$ cat src/rtl/addrgen_1_a_if.sv
// Pixel-stream and RAM1 port A signal bundle for the write-side address generator.
// The master side owns the pixel source and Arm; the slave side is the generator,
// which drives the RAM port and the frame status flags.
interface addrgen_1_a_if;
    // Pixel source and capture request
    logic        Arm;
    logic        PixValid;
    logic        PixSof;
    logic [7:0]  PixData;

    // RAM1 port A
    logic [17:0] addr_1a;
    logic [7:0]  din_1a;
    logic        we_ram1;
    logic        en_ram1a;

    // Frame status
    logic        FrameDone;
    logic        FrameValid;
    logic        SofErr;

    modport master (
        output Arm, PixValid, PixSof, PixData,
        input  addr_1a, din_1a, we_ram1, en_ram1a, FrameDone, FrameValid, SofErr
    );

    modport slave (
        input  Arm, PixValid, PixSof, PixData,
        output addr_1a, din_1a, we_ram1, en_ram1a, FrameDone, FrameValid, SofErr
    );
endinterface

$ cat src/rtl/addrgen_1_a.sv
// Write-side address generator for frame RAM1 port A.
// Captures an 8-bit pixel stream into linear addresses 0..LAST_ADDR, aligned to
// the start-of-frame marker, and flags frame completion for the read side.
module addrgen_1_a #(
    parameter logic [17:0] LAST_ADDR  = 18'h257FF,
    parameter bit          CONTINUOUS = 1'b0
) (
    input  logic          clk,
    input  logic          Reset_Main,
    addrgen_1_a_if.slave  bus
);

    typedef enum logic [1:0] {
        IDLE     = 2'd0,
        WAIT_SOF = 2'd1,
        WRITE    = 2'd2
    } state_t;

    state_t      state;
    state_t      state_nxt;
    logic [17:0] cnt;
    logic [17:0] cnt_nxt;
    logic        wr;
    logic [17:0] wr_addr;
    logic        sof_err_set;
    logic        last;

    // State and write-counter register
    // NOTE: sequential state uses non-blocking assignments so every flop samples
    // pre-edge values regardless of process ordering.
    always_ff @(posedge clk) begin
        if (Reset_Main) begin
            state <= IDLE;
            cnt   <= '0;
        end else begin
            state <= state_nxt;
            cnt   <= cnt_nxt;
        end
    end

    // Next-state, write decision and write address for the current pixel
    // NOTE: every signal gets a default before the case so no path leaves one
    // unassigned, which would otherwise infer a latch.
    always_comb begin
        state_nxt   = state;
        cnt_nxt     = cnt;
        wr          = 1'b0;
        wr_addr     = cnt;
        sof_err_set = 1'b0;

        case (state)
            IDLE: begin
                if (bus.Arm) begin
                    state_nxt = WAIT_SOF;
                end
            end
            WAIT_SOF: begin
                if (bus.PixValid && bus.PixSof) begin
                    wr        = 1'b1;
                    wr_addr   = '0;
                    cnt_nxt   = 18'd1;
                    state_nxt = WRITE;
                end
            end
            WRITE: begin
                if (bus.PixValid) begin
                    wr = 1'b1;
                    if (bus.PixSof) begin
                        // Early start-of-frame: restart the frame at address 0.
                        wr_addr     = '0;
                        cnt_nxt     = 18'd1;
                        sof_err_set = 1'b1;
                    end else begin
                        wr_addr = cnt;
                        cnt_nxt = cnt + 18'd1;
                    end
                end
            end
            default: begin
                state_nxt = IDLE;
            end
        endcase

        // Writing the final address closes the frame; in continuous mode the
        // generator is ready for the next start-of-frame on the very next cycle.
        last = wr && (wr_addr == LAST_ADDR);
        if (last) begin
            cnt_nxt   = '0;
            state_nxt = CONTINUOUS ? WAIT_SOF : IDLE;
        end
    end

    // Registered RAM port: address and data hold their last value between writes
    always_ff @(posedge clk) begin
        if (Reset_Main) begin
            bus.addr_1a  <= '0;
            bus.din_1a   <= '0;
            bus.we_ram1  <= 1'b0;
            bus.en_ram1a <= 1'b0;
        end else begin
            bus.we_ram1  <= wr;
            bus.en_ram1a <= wr;
            if (wr) begin
                bus.addr_1a <= wr_addr;
                bus.din_1a  <= bus.PixData;
            end
        end
    end

    // Registered frame status: completion pulse plus two sticky flags
    always_ff @(posedge clk) begin
        if (Reset_Main) begin
            bus.FrameDone  <= 1'b0;
            bus.FrameValid <= 1'b0;
            bus.SofErr     <= 1'b0;
        end else begin
            bus.FrameDone  <= last;
            bus.FrameValid <= bus.FrameValid | last;
            bus.SofErr     <= bus.SofErr | sof_err_set;
        end
    end

endmodule
$ cat src/flat_wrapper.sv
// flat-port wrapper written by rule: the top's interface ports become plain ports
module addrgen_1_a_flat 
#(
    parameter logic [17:0] LAST_ADDR  = 18'h257FF,
    parameter bit          CONTINUOUS = 1'b0
)
  (clk, Reset_Main, bus_Arm, bus_PixValid, bus_PixSof, bus_PixData, bus_addr_1a, bus_din_1a, bus_we_ram1, bus_en_ram1a, bus_FrameDone, bus_FrameValid, bus_SofErr);
  addrgen_1_a_if bus_i ();
  input  logic clk;
  input  logic Reset_Main;
  input wire logic [$bits(bus_i.Arm)-1:0] bus_Arm;
  input wire logic [$bits(bus_i.PixValid)-1:0] bus_PixValid;
  input wire logic [$bits(bus_i.PixSof)-1:0] bus_PixSof;
  input wire logic [$bits(bus_i.PixData)-1:0] bus_PixData;
  output wire logic [$bits(bus_i.addr_1a)-1:0] bus_addr_1a;
  output wire logic [$bits(bus_i.din_1a)-1:0] bus_din_1a;
  output wire logic [$bits(bus_i.we_ram1)-1:0] bus_we_ram1;
  output wire logic [$bits(bus_i.en_ram1a)-1:0] bus_en_ram1a;
  output wire logic [$bits(bus_i.FrameDone)-1:0] bus_FrameDone;
  output wire logic [$bits(bus_i.FrameValid)-1:0] bus_FrameValid;
  output wire logic [$bits(bus_i.SofErr)-1:0] bus_SofErr;
  assign bus_i.Arm = bus_Arm;
  assign bus_i.PixValid = bus_PixValid;
  assign bus_i.PixSof = bus_PixSof;
  assign bus_i.PixData = bus_PixData;
  assign bus_addr_1a = bus_i.addr_1a;
  assign bus_din_1a = bus_i.din_1a;
  assign bus_we_ram1 = bus_i.we_ram1;
  assign bus_en_ram1a = bus_i.en_ram1a;
  assign bus_FrameDone = bus_i.FrameDone;
  assign bus_FrameValid = bus_i.FrameValid;
  assign bus_SofErr = bus_i.SofErr;
  addrgen_1_a #(.LAST_ADDR(LAST_ADDR), .CONTINUOUS(CONTINUOUS)) u_core (.clk(clk), .Reset_Main(Reset_Main), .bus(bus_i));
endmodule
$ cat config.mk
export PLATFORM = sky130hd
export DESIGN_NAME = addrgen_1_a_flat
export DESIGN_NICKNAME = d
export VERILOG_FILES = /design/src/rtl/addrgen_1_a_if.sv /design/src/rtl/addrgen_1_a.sv /design/src/flat_wrapper.sv
export SDC_FILE = /design/constraint.sdc
export NUM_CORES = 1
export LEC_CHECK = 0
export ABC_AREA = 1
export CAP_MARGIN = 30
export CORE_MARGIN = 2
export CORE_UTILIZATION = 55
export CTS_BUF_LIST = sky130_fd_sc_hd__clkbuf_16
export CTS_CLUSTER_SIZE = 24
export DETAILED_ROUTE_END_ITERATION = 10
export HOLD_SLACK_MARGIN = 0.02
export PLACE_DENSITY = 0.84
export SYNTH_ARGS = -nofsm -noshare
export SYNTH_HDL_FRONTEND = slang
export SYNTH_SLANG_ARGS = --single-unit
$ cat constraint.sdc
create_clock -name clk -period 2.36 [get_ports clk]
set_input_delay 0.354 -clock clk [delete_from_list [all_inputs] [get_ports clk]]
set_output_delay 0.354 -clock clk [all_outputs]
set_load 0.02 [all_outputs]
==> metrics.txt, run 1 <==
die height between 60 and 70 um; post-synthesis sequential area ratio 0.4180; Hold Buf Count CTS 0; critical-path maximum fanout 11; Clock Latency Late Sink between 0.2 and 0.3 ns; Top Ports 44; die footprint 4898 sq um; Slew HR 0.6766; critical path endpoint category register; WHS roughly 0.45 ns; Core Box Area roughly 4000 sq um; Resized cells post-CTS 0; most frequent cells in the layout nand2_1 (61), nor2_1 (51), dfxtp_1 (50); syn nets approximately 330; worst path arrival time around 2.0 ns; CTS tree yes; mean post-synth cell area ~7.6 sq um; Req. time, crit path around 2.6 ns; H-tree lvl count 2; Net count, final 379; TritonRoute pass-1 iters 5; Syn Std Cell Area 2395 sq um; largest net degree at the start of global routing 33; status complete, no violations; Routed WL approximately 5.6 mm; share of layout cells above drive strength 1 0.1381; layout overhead on the synthesized area 25.13%; residual DRC count 0; setup_tns 0 ns; CTS Sinks 50; clock tree buffer depth 2; Rows 23; DP Wirelength 4.258 mm; hold crit path type register to register; CTS clk-pin slew, worst paths about 0.070 ns; initial core utilization 0.5860; Worst setup SP type register; Post-CTS Setup Inserts 0; Pins Over Slew Limit 0; Leakage between 1 and 1.5 nW; # setup viols final 0; Seq cells post-synth 50; DR iter-0 viols between 100 and 150; Netlist cell types 34; Root Driver clkbuf_16; Port-buffer cells 43; r2r setup slk ~0.54 ns; Total GRT Usage 0.2423; Final ANT Viol Nets 0; GR Overflow Total 0; CTS Buf Count 5; vias per cell 5.371; Fin Clk Skew 0.007022 ns; P per Cell Area around 760 nW/um^2; first-pass GRT wire length between 9 and 10 mm; max_cap viols 0; WS Path Type register to register; GPL Wtd Cong about 0.93; Layout Utilization 0.7333; pre-CTS setup slack 0.3221 ns; WL/cell 13.67 um; Tightest Pin Transition just under 0.5 ns; max frequency 550.4 MHz; Ant. Diodes 0; vias in the first global route 2131; Synth Warn # 0; antenna violations before repair 0; commonest non-fill, non-tap cell in the layout nand2_1; die width 69.99 um; crit share post-route 0.7699; crit path time final roughly 1.8 ns; RSZ-0062 raised after global routing no; Worst VDD drop around 0.00048 V; setup ws final roughly 0.54 ns; Pwr Total between 2 and 2.5 mW; final hold viol count 0; gate count after technology mapping roughly 320; total number of vias about 2.2k
[per-stage QoR]
stage | std cells | area, sq um
floorplan | 317 | 2395
global placement | 405 | 2856
detailed placement | 405 | 2856
CTS | 412 | 2997
global route | 412 | 2997
finish | 412 | 2997
[final timing paths]
kind	cells after the start	endpoint	from
worst max register to register	11	u_core.cnt[15]$_SDFFE_PP0P_	u_core.state[0]$_SDFFE_PP0P_
worst max-delay path	11	u_core.cnt[15]$_SDFFE_PP0P_	u_core.state[0]$_SDFFE_PP0P_
worst min register to register	2	u_core.bus.SofErr$_SDFF_PP0_	u_core.bus.SofErr$_SDFF_PP0_
worst min-delay path	2	u_core.bus.SofErr$_SDFF_PP0_	u_core.bus.SofErr$_SDFF_PP0_
[critical path: stages (launching register included)]
cell	delay (ns)
dfxtp_1	0.35
inv_1	0.07
ha_1	0.24
inv_2	0.12
nand2_1	0.06
nand2_1	0.07
nand2_1	0.10
inv_1	0.29
nand3_1	0.12
nand2_1	0.11
o21a_1	0.13
nor2_1	0.04
[state kept, by name (all words and copies together), names as in the netlist]
register	flops
u_core.bus.FrameDone	1
u_core.bus.SofErr	1
u_core.state	2
u_core.bus.we_ram1	1
u_core.bus.din_1a	8
u_core.cnt	18
u_core.bus.addr_1a	18
u_core.bus.FrameValid	1
[logic make-up after synthesis]
family	Yosys count	synth area share
simple gates	183	0.3720
flops	50	0.4180
buf+inv	43	0.08098
compound gates	33	0.09248
fa+ha+maj	4	0.02090
xor+xnor	3	0.01097
mux	1	0.004702
[synth_stat cells]
master	count	area share
buf_6	2	0.0094
nand2_4	2	0.0094
o21a_1	1	0.0031
xnor2_1	1	0.0037
inv_2	6	0.0094
buf_4	3	0.0094
nor2_4	4	0.019
o31ai_2	6	0.031
a21oi_1	6	0.013
clkinv_1	1	0.0016
nor3_1	6	0.013
nand2_1	61	0.096
clkinv_4	1	0.0037
a31oi_1	1	0.0026
mux2_2	1	0.0047
nor2_2	10	0.026
xor2_1	2	0.0073
nand3_1	40	0.084
nand2_2	4	0.010
o21bai_1	1	0.0031
inv_1	26	0.041
nand4_4	1	0.0089
nor2_1	51	0.080
dfxtp_1	50	0.42
clkbuf_1	3	0.0047
nand2_8	2	0.017
nand4_1	1	0.0026
buf_2	1	0.0021
o21ai_0	15	0.031
a21oi_2	1	0.0037
nand3_4	1	0.0073
o22ai_1	1	0.0026
o21ai_1	1	0.0021
ha_1	4	0.021
[per-layer routing]
metal / GRT usage / up-vias / routed length, um
met5: 0 / - / 0
met4: 0.07906 / 0 / 121
met3: 0.05628 / 16 / 496
met2: 0.4180 / 107 / 2692
met1: 0.2973 / 984 / 2320
li1: - / 1106 / -
[power by group]
part           internal (mW)  total [mW]  switching, mW
Clock                  0.387       0.694          0.307
Combinational          0.216       0.630          0.413
Sequential             0.897       0.940         0.0432
[cell type report]
cell class              instances  area (sq um)
clock inverters                 2         15.01
flip-flops and latches         50          1001
well taps                      50         62.56
inverters                      34         132.6
repair buffers                 47         460.4
fillers                       343          1090
clock buffers                   5         125.1
multi-input cells             224          1200
Power figures use the tool's default switching activity.
==> run 2, diff against run 1 <==
CORE_UTILIZATION = 52   (was 55)
PLACE_DENSITY = 0.8   (was 0.84)
clock period = 1.7 ns   (was 2.36 ns; I/O delays follow)
==> run 2 against run 1 <==
Effect of this change:
- sequential cell count unchanged
- combinational power up 76%
- final cell count up 5.8%
- sequential power up 43%
- worst hold slack worse by 0.0024 ns
- clock power up 63%
==> metrics.txt, run 2 (same netlist as run 1, synthesis figures left out) <==
status complete, no violations; Port-buffer cells 43; WS Path Type register to register; GPL Wtd Cong ~0.9; sequential share of power 0.374; Reg area 1006 sq um; critical-path maximum fanout 5; Pint around 2.4 mW; die width ~70 um; cell area after layout 3332 sq um; Pins Over Slew Limit 0; CTS Sinks 50; Root Driver clkbuf_16; P per Cell Area around 1100 nW/um^2; crit path time final roughly 1.6 ns; GR Overflow Total 0; Core Box Area around 4400 sq um; max frequency roughly 620 MHz; die height approximately 72 um; critical path endpoint category register; commonest non-fill, non-tap cell in the layout nand2_1; CP cell instances inv_4, ha_4, inv_4, nand2_1, nand2_2, nand3_2, nor2_2, buf_4, nand3_1, nand2_1, nand3_1, nor2_1; Pwr Total roughly 3.6 mW; H-tree lvl count 2; final hold viol count 0; Psw about 1.2 mW; hold crit path type register to register; Hold Buf Count CTS 0; total number of vias ~2.3k; TritonRoute pass-1 iters 4; first-pass GRT wire length roughly 9.6 mm; Slew HR 0.7625; max_cap viols 0; Fin Clk Skew approximately 0.0038 ns; WL/cell 13.74 um; # setup viols final 0; Tightest Pin Transition 0.3536 ns; Clock Latency Late Sink 0.29 ns; CTS Buf Count 5; r2r setup slk 0.08 ns; Rows 24; Final ANT Viol Nets 0; Net count, final 400; part of the power in combinational logic 0.309; residual DRC count 0; DR iter-0 viols approximately 130; setup_tns 0 ns; Routed WL between 5 and 6 mm; Total GRT Usage 0.2378; layout overhead on the synthesized area 39.13%; vias in the first global route 2109; worst path arrival time roughly 1.9 ns; largest net degree at the start of global routing 33; DP Area about 3000 sq um; clock tree buffer depth 2; dpl cells 422; Non-Filler Instances 436; Layout fillers about 350; RSZ-0062 raised after global routing yes; crit share post-route 0.9511; CTS tree yes; antenna violations before repair 0; Worst setup SP type register; Ant. Diodes 0; most frequent cells in the layout nand2_1 (58), nor2_1 (50), dfxtp_1 (48); Req. time, crit path around 1.9 ns; share of layout cells above drive strength 1 0.2240; WHS about 0.45 ns; crit path max-delay cell type dfxtp_4; top flop regs u_core.bus.addr_1a x18, u_core.cnt x18, u_core.bus.din_1a x8; initial core utilization 0.5462; Max stage delay on crit path ~0.38 ns; Top Ports 44; DP Wirelength between 4 and 5 mm; multi-input logic area ~1300 sq um; CTS clk-pin slew, worst paths 0.06 ns; die footprint 5164 sq um; vias per cell between 5 and 6; Worst VDD drop 0.0007066 V; power share of the clock group 0.316; Net Sw Frac 0.3307; Leakage 1.378 nW
-- run 2: cell types whose count changed in the layout (fill, tap and decap cells not counted), sizes merged --
cell           change
clkinvlp           -2
buf               +19
nand4              +1
dlymetal6s2s       +2
clkinv             +1
inv                +1
nand2              +1
clkdlybuf4s50      -2
bufinv             +1
-- run 2: path summary, 6_finish.rpt --
check / from / end / cells after the start
worst min register to register: u_core.bus.SofErr$_SDFF_PP0_ / u_core.bus.SofErr$_SDFF_PP0_ / 2
worst max-delay path: u_core.state[0]$_SDFFE_PP0P_ / u_core.cnt[16]$_SDFFE_PP0P_ / 12
worst min-delay path: u_core.bus.SofErr$_SDFF_PP0_ / u_core.bus.SofErr$_SDFF_PP0_ / 2
worst max register to register: u_core.state[0]$_SDFFE_PP0P_ / u_core.cnt[16]$_SDFFE_PP0P_ / 12
-- run 2: timing repair --
action	4_1_cts	5_1_grt
gates cloned	0	2
setup endpoints to repair	14	21
pin swaps	2	11
setup buffers	1	3
resized for setup	1	27
-- run 2: cell type report --
class / count / area share
Inverter: 34 / 0.04281
Clock buffer: 5 / 0.03755
Tap cell: 52 / 0.01953
Multi-Input combinational cell: 226 / 0.3913
Sequential cell: 50 / 0.3019
Clock inverter: 3 / 0.01314
Timing Repair Buffer: 66 / 0.1938
-- run 2: metal layers --
metal  track usage  routed length, um
met1        0.3027               2518
met2        0.4074               3011
met3       0.04923                361
met4       0.06918                101
met5             0                  0
-- run 2: critical path: cells and delay by family, from the launching register on --
family / cells / cell delay [ns]
simple gates: 8 / 0.75
flops: 1 / 0.38
buf+inv: 3 / 0.26
fa+ha+maj: 1 / 0.17
-- run 2: stage by stage --
step	setup WS [ns]	util
floorplan	0.1647	-
global placement	-0.1374	0.6864
detailed placement	-0.1791	0.6864
finish	0.08310	0.7600
global route	-0.03193	0.7600
CTS	0.004224	0.7266
-- run 2: power by group through the flow --
stage | sequential, mW | clock (mW) | combinational (mW)
final | 1.34 | 1.13 | 1.11
after global routing | 1.35 | 1.20 | 1.21
after floorplan | 1.35 | 0 | 0.633
after global placement | 1.33 | 0 | 0.916
after detailed placement | 1.33 | 0 | 0.940
after CTS | 1.31 | 1.16 | 0.950
